`src/rtl/ap_prof_pkg.sv`:
```
// Shared types for the ap_ctrl_hs transaction profiler.
// No logic: state encoding, record layout and default widths.
// Record layout matches the FIFO packing {id, latency, interval}.
package ap_prof_pkg;

  localparam int ID_W_DEF  = 16;
  localparam int CNT_W_DEF = 32;

  typedef enum logic [1:0] {
    ST_IDLE      = 2'd0,
    ST_BUSY      = 2'd1,
    ST_WAIT_CONT = 2'd2
  } ap_prof_state_t;

  typedef struct packed {
    logic [ID_W_DEF-1:0]  id;
    logic [CNT_W_DEF-1:0] latency;
    logic [CNT_W_DEF-1:0] interval;
  } ap_prof_rec_t;

endpackage

```
`src/rtl/prof_rec_fifo.sv`:
```
// Record FIFO: DEPTH-entry circular buffer, head presented from flops.
// Latency: a pushed entry is visible at the head the cycle after the push.
// Backpressure: push_rdy drops when full unless the head is popped that same cycle.
module prof_rec_fifo #(
  parameter int W     = 8,
  parameter int DEPTH = 4
) (
  input  logic         clk,
  input  logic         rst_n,
  input  logic         push_vld,
  output logic         push_rdy,
  input  logic [W-1:0] push_dat,
  output logic         pop_vld,
  input  logic         pop_rdy,
  output logic [W-1:0] pop_dat
);

  localparam int AW = $clog2(DEPTH);

  logic [W-1:0]  mem [DEPTH];
  logic [AW-1:0] wr_ptr;
  logic [AW-1:0] rd_ptr;
  logic [AW:0]   count;
  logic          full;
  logic          empty;
  logic          do_push;
  logic          do_pop;

  assign full     = (count == (AW+1)'(DEPTH));
  assign empty    = (count == '0);
  assign do_pop   = pop_rdy && !empty;
  // A full FIFO still accepts a push when the head leaves in the same cycle.
  assign push_rdy = !full || do_pop;
  assign do_push  = push_vld && push_rdy;
  assign pop_vld  = !empty;
  assign pop_dat  = mem[rd_ptr];

  // Storage, pointers and occupancy; storage is cleared so the head reads zero after reset.
  always_ff @(posedge clk) begin
    if (!rst_n) begin
      wr_ptr <= '0;
      rd_ptr <= '0;
      count  <= '0;
      for (int i = 0; i < DEPTH; i++) mem[i] <= '0;
    end else begin
      if (do_push) begin
        mem[wr_ptr] <= push_dat;
        wr_ptr      <= wr_ptr + 1'b1;
      end
      if (do_pop) rd_ptr <= rd_ptr + 1'b1;
      count <= count + {{AW{1'b0}}, do_push} - {{AW{1'b0}}, do_pop};
    end
  end

endmodule

```
`src/rtl/ap_txn_profiler.sv`:
```
// Profiles an ap_ctrl_hs module: per-transaction id, start-to-done latency and start-to-start interval.
// Latency: a record appears on rec_* one cycle after the completion (done) cycle.
// Backpressure: rec_valid/rec_ready; a completion meeting a full, non-popping FIFO is counted as a drop.
module ap_txn_profiler
  import ap_prof_pkg::*;
#(
  parameter int CNT_W = CNT_W_DEF,
  parameter int DEPTH = 4,
  parameter int ID_W  = ID_W_DEF
) (
  input  logic             ap_clk,
  input  logic             ap_rst_n,
  input  logic             prof_en,
  input  logic             mon_ap_start,
  input  logic             mon_ap_done,
  input  logic             mon_ap_continue,
  output logic             rec_valid,
  input  logic             rec_ready,
  output logic [ID_W-1:0]  rec_id,
  output logic [CNT_W-1:0] rec_latency,
  output logic [CNT_W-1:0] rec_interval,
  output logic [CNT_W-1:0] txn_count,
  output logic [CNT_W-1:0] drop_count,
  output logic             busy
);

  localparam int RW = ID_W + 2*CNT_W;

  ap_prof_state_t   state;
  logic [CNT_W-1:0] lat_cnt;
  logic [CNT_W-1:0] ival_cnt;
  logic             first_txn;
  logic [ID_W-1:0]  next_id;
  logic [ID_W-1:0]  cur_id;
  logic [CNT_W-1:0] cur_ival;

  logic             start;
  logic             complete;
  logic             push_rdy;
  logic [CNT_W-1:0] ival_now;
  logic [ID_W-1:0]  push_id;
  logic [CNT_W-1:0] push_lat;
  logic [CNT_W-1:0] push_ival;
  logic [RW-1:0]    push_dat;
  logic [RW-1:0]    pop_dat;

  assign start     = (state == ST_IDLE) && prof_en && mon_ap_start;
  assign complete  = mon_ap_done && (start || (state == ST_BUSY));
  assign ival_now  = first_txn ? '0 : ival_cnt;
  // A same-cycle start/done completes from the live values, not the not-yet-written registers.
  assign push_id   = start ? next_id  : cur_id;
  assign push_lat  = start ? '0       : lat_cnt;
  assign push_ival = start ? ival_now : cur_ival;
  assign push_dat  = {push_id, push_lat, push_ival};
  assign {rec_id, rec_latency, rec_interval} = pop_dat;
  assign busy      = (state != ST_IDLE);

  // Transaction FSM: one transaction in flight; lat_cnt holds the cycles elapsed since start.
  always_ff @(posedge ap_clk) begin
    if (!ap_rst_n) begin
      state    <= ST_IDLE;
      lat_cnt  <= '0;
      next_id  <= '0;
      cur_id   <= '0;
      cur_ival <= '0;
    end else begin
      case (state)
        ST_IDLE: begin
          if (start) begin
            next_id  <= next_id + 1'b1;
            cur_id   <= next_id;
            cur_ival <= ival_now;
            lat_cnt  <= CNT_W'(1);
            if (mon_ap_done) state <= mon_ap_continue ? ST_IDLE : ST_WAIT_CONT;
            else             state <= ST_BUSY;
          end
        end
        ST_BUSY: begin
          if (mon_ap_done)         state   <= mon_ap_continue ? ST_IDLE : ST_WAIT_CONT;
          else if (lat_cnt != '1)  lat_cnt <= lat_cnt + 1'b1;
        end
        ST_WAIT_CONT: begin
          if (mon_ap_continue) state <= ST_IDLE;
        end
        default: state <= ST_IDLE;
      endcase
    end
  end

  // Free-running start-to-start interval counter, restarted at every accepted start.
  always_ff @(posedge ap_clk) begin
    if (!ap_rst_n) begin
      ival_cnt  <= '0;
      first_txn <= 1'b1;
    end else if (start) begin
      ival_cnt  <= CNT_W'(1);
      first_txn <= 1'b0;
    end else if (ival_cnt != '1) begin
      ival_cnt  <= ival_cnt + 1'b1;
    end
  end

  // Saturating completion and drop statistics; a dropped record still counts as a transaction.
  always_ff @(posedge ap_clk) begin
    if (!ap_rst_n) begin
      txn_count  <= '0;
      drop_count <= '0;
    end else if (complete) begin
      if (txn_count != '1) txn_count <= txn_count + 1'b1;
      if (!push_rdy && (drop_count != '1)) drop_count <= drop_count + 1'b1;
    end
  end

  prof_rec_fifo #(
    .W     (RW),
    .DEPTH (DEPTH)
  ) u_fifo (
    .clk      (ap_clk),
    .rst_n    (ap_rst_n),
    .push_vld (complete),
    .push_rdy (push_rdy),
    .push_dat (push_dat),
    .pop_vld  (rec_valid),
    .pop_rdy  (rec_ready),
    .pop_dat  (pop_dat)
  );

endmodule

```
`config.mk`:
```
export PLATFORM = sky130hd
export DESIGN_NAME = ap_txn_profiler
export DESIGN_NICKNAME = d
export VERILOG_FILES = /design/src/rtl/ap_prof_pkg.sv /design/src/rtl/prof_rec_fifo.sv /design/src/rtl/ap_txn_profiler.sv
export SDC_FILE = /design/constraint.sdc
export NUM_CORES = 1
export LEC_CHECK = 0
export ABC_AREA = 1
export CAP_MARGIN = 20
export CORE_ASPECT_RATIO = 0.6
export CORE_MARGIN = 2
export CORE_UTILIZATION = 30
export DETAILED_ROUTE_END_ITERATION = 8
export PLACE_DENSITY = 0.5
export SLEW_MARGIN = 0
export SYNTH_ARGS = -nofsm -noshare
export SYNTH_HDL_FRONTEND = slang
export SYNTH_SLANG_ARGS = --single-unit
```
`constraint.sdc`:
```
create_clock -name ap_clk -period 18.7 [get_ports ap_clk]
set_input_delay 2.805 -clock ap_clk [delete_from_list [all_inputs] [get_ports ap_clk]]
set_output_delay 2.805 -clock ap_clk [all_outputs]
set_load 0.005 [all_outputs]
```
==> results by group, run 1 <==
Detailed routing
  – M1 wire length: 40.0 mm
  – Routed len/inst: 17.8 µm
  – Met2 routed WL: 30.4 mm
  – Vias per cell: 4.77
  – DRT Wirelength: 76.3 mm
  – TritonRoute pass-1 iters: 5
  – DRT antenna net count: 0
  – Initial DRC Count: 1939
  – Vias: 20515
  – Drt drc: 0
  – Routed met3 length: 5.03 mm
  – Top sig layer: met4

Synth
  – Synth Area in Compound Gates: 9.13%
  – Synth unique cells: 44
  – Synth Area in XOR/XNOR: 0.872%
  – Mapped cell area: 25100 µm²
  – Synthesized-area fraction occupied by adder cells: 0.429%
  – Post-synth EDFFs: 320
  – Share of async-settable or async-resettable flops after synthesis: 0%
  – Largest family of logic cells by synthesized area: simple AND/OR/NAND/NOR gates
  – Yosys top cell by area: edfxtp_1
  – Synth Area in Simple Gates: 27.1%
  – Synth top area share: 38.3%
  – Register bit total from synthesis: 524
  – Top FF cell, synth: edfxtp_1
  – Post-Syn Instances: 3037
  – Syn avg cell area: 8.27 µm²
  – Post-synthesis sequential area ratio: 54.5%
  – Mapped Nets: 3052
  – Synthesis warning total: 0
  – Fraction of synthesized area in multiplexers: 0.120%
  – Synth top area cells: edfxtp_1 (38%), dfxtp_1 (16%), nor2_1 (11%)

STA
  – Pins Over Slew Limit: 0
  – Final Setup Violations: 0
  – Setup TNS: 0 ps
  – Tcrit/Tclk final: 35.5%
  – Fin crit period: 6640 ps
  – Setup repair after global routing missed its margin: false
  – Max_slew headroom: 27.5%
  – Clock Skew: 38.3 ps
  – Least-Margin Pin Slew: 1090 ps
  – Final hold viol count: 0
  – Fmax: 0.151 GHz

GRT
  – Initial antenna violation count: 1
  – Total gr overflow: 0
  – Overall Global Routing Usage: 17.5%
  – First-pass GRT wire length: 118 mm
  – Largest net degree at the start of global routing: 88
  – Vias in the first global route: 18884

Run
  – MaxCap Viol Count: 0

Final layout
  – Most frequent cells in the layout: nor2_1 (768), nand2_1 (589), edfxtp_1 (320)
  – NumNets Final: 3137
  – Commonest non-fill, non-tap cell in the layout: nor2_1
  – Area delta synth->final: 16.6%
  – Non-Filler Instances: 4300
  – Layout cells sized above 1: 6.45%
  – Storage cell area: 13700 µm²
  – Area occupied by multi-input gates: 9510 µm²
  – Final Util: 35.2%
  – Design Area, Final: 29300 µm²
  – Fillcell total: 8666

Setup path
  – Crit path kind: flip-flop to primary output
  – CP max stage cell: buf_4
  – CP Capture Type: primary output
  – Worst setup SP type: flip-flop
  – Critical path, cell by cell: inv_4 > buf_4 > o21ai_0 > o22ai_1 > clkdlybuf4s50_1
  – Largest stage delay, worst path: 650 ps
  – Crit Path Max Fanout: 87
  – Crit path DAT: 3840 ps
  – Worst Path Required: 15890 ps

Clock tree
  – Clock Tree Buf Depth: 3
  – CTS Hold Bufs: 0
  – Worst skew pair latency: 660 ps
  – Total setup buffers inserted after CTS: 0
  – Clk root buf: clkbuf_16
  – CTS tree: built
  – Num CTS Buffers: 52
  – CTS H-tree depth: 2
  – CTS resizes: 0
  – Sink Count: 524
  – Reg clk slew, reported paths: 60 ps

Power and ir drop
  – LEAKAGE: 10.5 nW
  – Worst vdd ir: 68.5 µV
  – PD cells: 102 nW/µm²

Floorplanning
  – Starting Density: 30.2%
  – Die area: 86100 µm²
  – Row count: 82
  – Die Ht: 228 µm
  – Core ar.: 83200 µm²
  – Die Wd: 378 µm
  – IO Pins: 153

Place
  – Port buffer count: 152
  – Placed instance area: 27400 µm²
  – Detailed placement HPWL: 48.9 mm
  – Placed Instances: 4201
  – GPL Wtd Cong: 0.936

Hold path
  – Worst Hold Class: flip-flop to flip-flop

Run status
  – Status: finished, final reports clean
==> layout make-up <==
| class | instances | share of cell area (%) |
|---|---|---|
| Antenna cell | 1 | 0.00855 |
| Timing Repair Buffer | 175 | 5.85 |
| Clock inverter | 29 | 1.29 |
| Multi-Input combinational cell | 2085 | 32.5 |
| Sequential cell | 524 | 46.8 |
| Inverter | 284 | 3.67 |
| Tap cell | 1134 | 4.85 |
| Clock buffer | 68 | 5.04 |
==> critical path: cells and delay by family (launching register included) <==
kind / cells / cell delay, ps
AOI/OAI and AO/OA: 2 / 770
buffers and inverters: 3 / 1770
DFF: 1 / 580
==> per-layer routing <==
metal / track usage [%] / vias to the layer above
li1: - / 10079
met1: 28.1 / 9788
met2: 23.9 / 576
met3: 3.05 / 72
met4: 3.43 / 0
met5: 0 / -
==> power by group <==
group | total (mW) | internal [mW] | leakage [nW] | switching [mW]
combinational | 0.538 | 0.216 | 4.66 | 0.322
sequential | 1.30 | 1.26 | 4.96 | 0.0363
clock | 1.15 | 0.659 | 0.907 | 0.492
total | 2.99 | 2.14 | 10.5 | 0.850
==> sequential cells by signal, summed over array words and instances, names as in the netlist, named ones only <==
| register | cells |
|---|---|
| txn_count | 32 |
| u_fifo.rd_ptr | 2 |
| u_fifo.count | 3 |
| lat_cnt | 32 |
| u_fifo.wr_ptr | 2 |
| cur_id | 16 |
| u_fifo.mem | 320 |
| state | 2 |
| cur_ival | 32 |
| first_txn | 1 |
| drop_count | 32 |
| next_id | 16 |
| ival_cnt | 32 |
==> worst paths after layout <==
path | slack, ps | end | start | cells past startpoint
max | 12060 | rec_id[1] | flip-flop | 5
min | 470 | flip-flop | u_fifo.rd_ptr[1] | 2
min reg2reg | 470 | flip-flop | u_fifo.rd_ptr[1] | 2
max reg2reg | 14890 | u_fifo.mem[0][61] | state[0] | 9
==> synthesized netlist by cell type (11+ instances only) <==
cell type and n:
nor3_2 28, nand4_1 19, nand3b_1 24, a21oi_1 72, inv_2 16, clkbuf_1 68, o21ai_1 40, nand3_1 118
buf_2 24, nor2_1 768, nor3_1 21, a31oi_1 11, nand2_1 592, inv_1 267, buf_6 39, edfxtp_1 320
dfxtp_1 204, o22ai_1 80, xor2_1 18, o21ai_0 216
==> logic make-up (layout without fill, tap and decap cells) <==
group,count (synthesis),count (layout)
mux,3,3
compound gates,429,429
other cells,0,1
fa+ha+maj,8,8
xor+xnor,25,25
flops,524,524
simple gates,1620,1620
buf+inv,428,556
==> through the flow <==
stage	total power, mW	hold slack [ps]	setup slack, ps
after floorplan	1.58	436	8640
after global placement	1.87	449	12050
after detailed placement	1.87	455	12000
after CTS	3.03	467	12010
after global routing	3.12	523	11840
final	2.99	465	12060
Note: power is estimated with default switching activity, not from simulation.
==> run 2: changes to the inputs <==
--- a/config.mk
+++ b/config.mk
@@ -11,7 +11,7 @@
 export CORE_MARGIN = 2
 export CORE_UTILIZATION = 30
 export DETAILED_ROUTE_END_ITERATION = 8
-export PLACE_DENSITY = 0.5
+export PLACE_DENSITY = 0.52
 export SLEW_MARGIN = 0
 export SYNTH_ARGS = -nofsm -noshare
 export SYNTH_HDL_FRONTEND = slang
==> constraint.sdc (replaced) <==
create_clock -name ap_clk -period 5.7 [get_ports ap_clk]
set_input_delay 0.855 -clock ap_clk [delete_from_list [all_inputs] [get_ports ap_clk]]
set_output_delay 0.855 -clock ap_clk [all_outputs]
set_load 0.005 [all_outputs]
==> results by group, run 2 (same netlist as run 1, synthesis figures left out) <==
STA
  – Pins Over Slew Limit: 0 (unchanged)
  – Fmax: 0.226 GHz
  – Fin Hold WS: 462 ps (-2.99 ps)
  – Tcrit/Tclk final: 77.5%
  – Fin crit period: 4420 ps
  – Least-Margin Pin Slew: 1010 ps (-80.3 ps)
  – Final hold viol count: 0 (unchanged)
  – Setup WS post-layout: 1280 ps (-10780 ps)
  – Setup TNS: 0 ps (unchanged)
  – Setup repair after global routing missed its margin: false
  – Clock Skew: 36.3 ps (-1.97 ps)
  – Final Setup Violations: 0 (unchanged)
  – Max_slew headroom: 32.7% (+5.3 points)

Floorplanning
  – Die area: 86100 µm² (unchanged)
  – Row count: 82 (unchanged)
  – Die Ht: 228 µm (unchanged)
  – Core ar.: 83200 µm² (unchanged)
  – IO Pins: 153 (unchanged)
  – Die Wd: 378 µm (unchanged)
  – Starting Density: 30.2% (unchanged)

Final layout
  – Largest Register: u_fifo.mem
  – Most frequent cells in the layout: nor2_1 (768), nand2_1 (589), edfxtp_1 (320)
  – Commonest non-fill, non-tap cell in the layout: nor2_1
  – Design Area, Final: 29300 µm² (about the same)
  – # diodes: 0 (-1)
  – NumNets Final: 3138 (+0.032%)
  – Max reg flops: 320 (unchanged)
  – Layout cells sized above 1: 6.53% (+0.087 points)
  – Area delta synth->final: 16.5% (about the same)

Place
  – GPL Wtd Cong: 0.913 (-2.4%)
  – Placed instance area: 27400 µm² (+0.17%)
  – Port buffer count: 152 (unchanged)
  – Setup WS pre-CTS: 1360 ps (-10640 ps)
  – Detailed placement HPWL: 48.8 mm (-0.18%)

Setup path
  – CP max stage cell: inv_4
  – Crit-path leading delay family: buffers and inverters
  – Largest stage delay, worst path: 770 ps (+120 ps)
  – Crit path buf inv count: 3 (unchanged)
  – Critical path, cell by cell: inv_4 > buf_4 > o21ai_0 > o22ai_1 > clkdlybuf4s50_1
  – Worst Path Required: 4850 ps (-11040 ps)
  – Crit Path Max Fanout: 86 (-1.1%)
  – Crit path kind: flip-flop to primary output
  – Crit path DAT: 3560 ps (-280 ps)
  – Worst setup SP type: flip-flop
  – CP Capture Type: primary output
  – R2r setup slk: 2350 ps (-12540 ps)

Clock tree
  – CTS resizes: 0 (unchanged)
  – Clock Tree Buf Depth: 3 (unchanged)
  – Clk root buf: clkbuf_16
  – CTS H-tree depth: 2 (unchanged)
  – CTS Hold Bufs: 0 (unchanged)
  – Reg clk slew, reported paths: 60 ps (about the same)
  – Sink Count: 524 (unchanged)
  – Total setup buffers inserted after CTS: 0 (unchanged)
  – Worst skew pair latency: 630 ps (-30 ps)
  – CTS tree: built
  – Num CTS Buffers: 54 (+3.8%)

Power and ir drop
  – LEAKAGE: 10.5 nW (-0.14%)
  – PD cells: 331 nW/µm² (+220%)
  – Worst vdd ir: 203 µV (+200%)

Detailed routing
  – TritonRoute pass-1 iters: 5 (unchanged)
  – Drt drc: 0 (unchanged)
  – DRT Wirelength: 75.0 mm (-1.8%)
  – Vias per cell: 4.72 (-1.2%)
  – Initial DRC Count: 1871 (-3.5%)
  – Vias: 20290 (-1.1%)
  – DRT antenna net count: 0 (unchanged)
  – Routed len/inst: 17.4 µm (-1.9%)

GRT
  – Largest net degree at the start of global routing: 94 (+6.8%)
  – Overall Global Routing Usage: 17.2% (-0.23 points)
  – Total gr overflow: 0 (unchanged)
  – First-pass GRT wire length: 116 mm (-1.6%)
  – Vias in the first global route: 18832 (-0.28%)
  – Initial antenna violation count: 1 (unchanged)

Run status
  – Status: finished, final reports clean

Run
  – MaxCap Viol Count: 0 (unchanged)

Hold path
  – Worst Hold Class: flip-flop to flip-flop
run 2: cell count changes in the layout (fill, tap and decap cells not counted), sizes merged:
cell | previous run | this run
inv | 287 | 284
clkinvlp | 2 | 4
clkbuf | 68 | 71
buf | 24 | 23
clkinv | 17 | 23
diode | 1 | 0
bufinv | 7 | 4
run 2: final timing paths:
kind,from,endpoint,cells after the start
worst max-delay path,flip-flop,rec_latency[17],5
worst min-delay path,u_fifo.rd_ptr[1],flip-flop,2
worst max register to register,state[0],u_fifo.mem[2][44],9
worst min register to register,u_fifo.rd_ptr[1],flip-flop,2
run 2: per-stage QoR:
stage                     util (%)  total power, mW  std cells
after floorplan                  -             5.18       3037
after detailed placement      33.0             6.19       4199
after global placement        32.9             6.19       4198
final                         35.2             9.69       4303
after CTS                     35.1             9.81       4301
after global routing          35.2             10.1       4303
run 2: power breakdown:
part	internal [mW]	switching [mW]	total [mW]
combinational	0.716	1.12	1.84
sequential	4.15	0.0863	4.23
clock	2.03	1.58	3.61
run 2: layout make-up:
| cell class | instances | area, µm² |
|---|---|---|
| Clock buffer | 71 | 1490 |
| Clock inverter | 31 | 299 |
| Fill cell | 8626 | 54000 |
| Inverter | 284 | 1070 |
| Multi-Input combinational cell | 2085 | 9510 |
| Sequential cell | 524 | 13700 |
| Tap cell | 1134 | 1420 |
| Timing Repair Buffer | 174 | 1770 |
run 2: per-layer routing:
metal	share of wire [%]	wire, µm	vias to the layer above	GRT usage (%)
li1	-	-	10101	-
met1	54	40600	9540	28.3
met2	38	28200	567	22.8
met3	6.7	5050	82	3.14
met4	1.6	1200	0	3.51
met5	0	0	-	0
run 2: tightest hold or removal path: cells and delay by family, from the launching register on:
kind | cells | cell delay, ps
AOI/OAI and AO/OA | 1 | 70
buffers and inverters | 1 | 50
DFF | 1 | 290
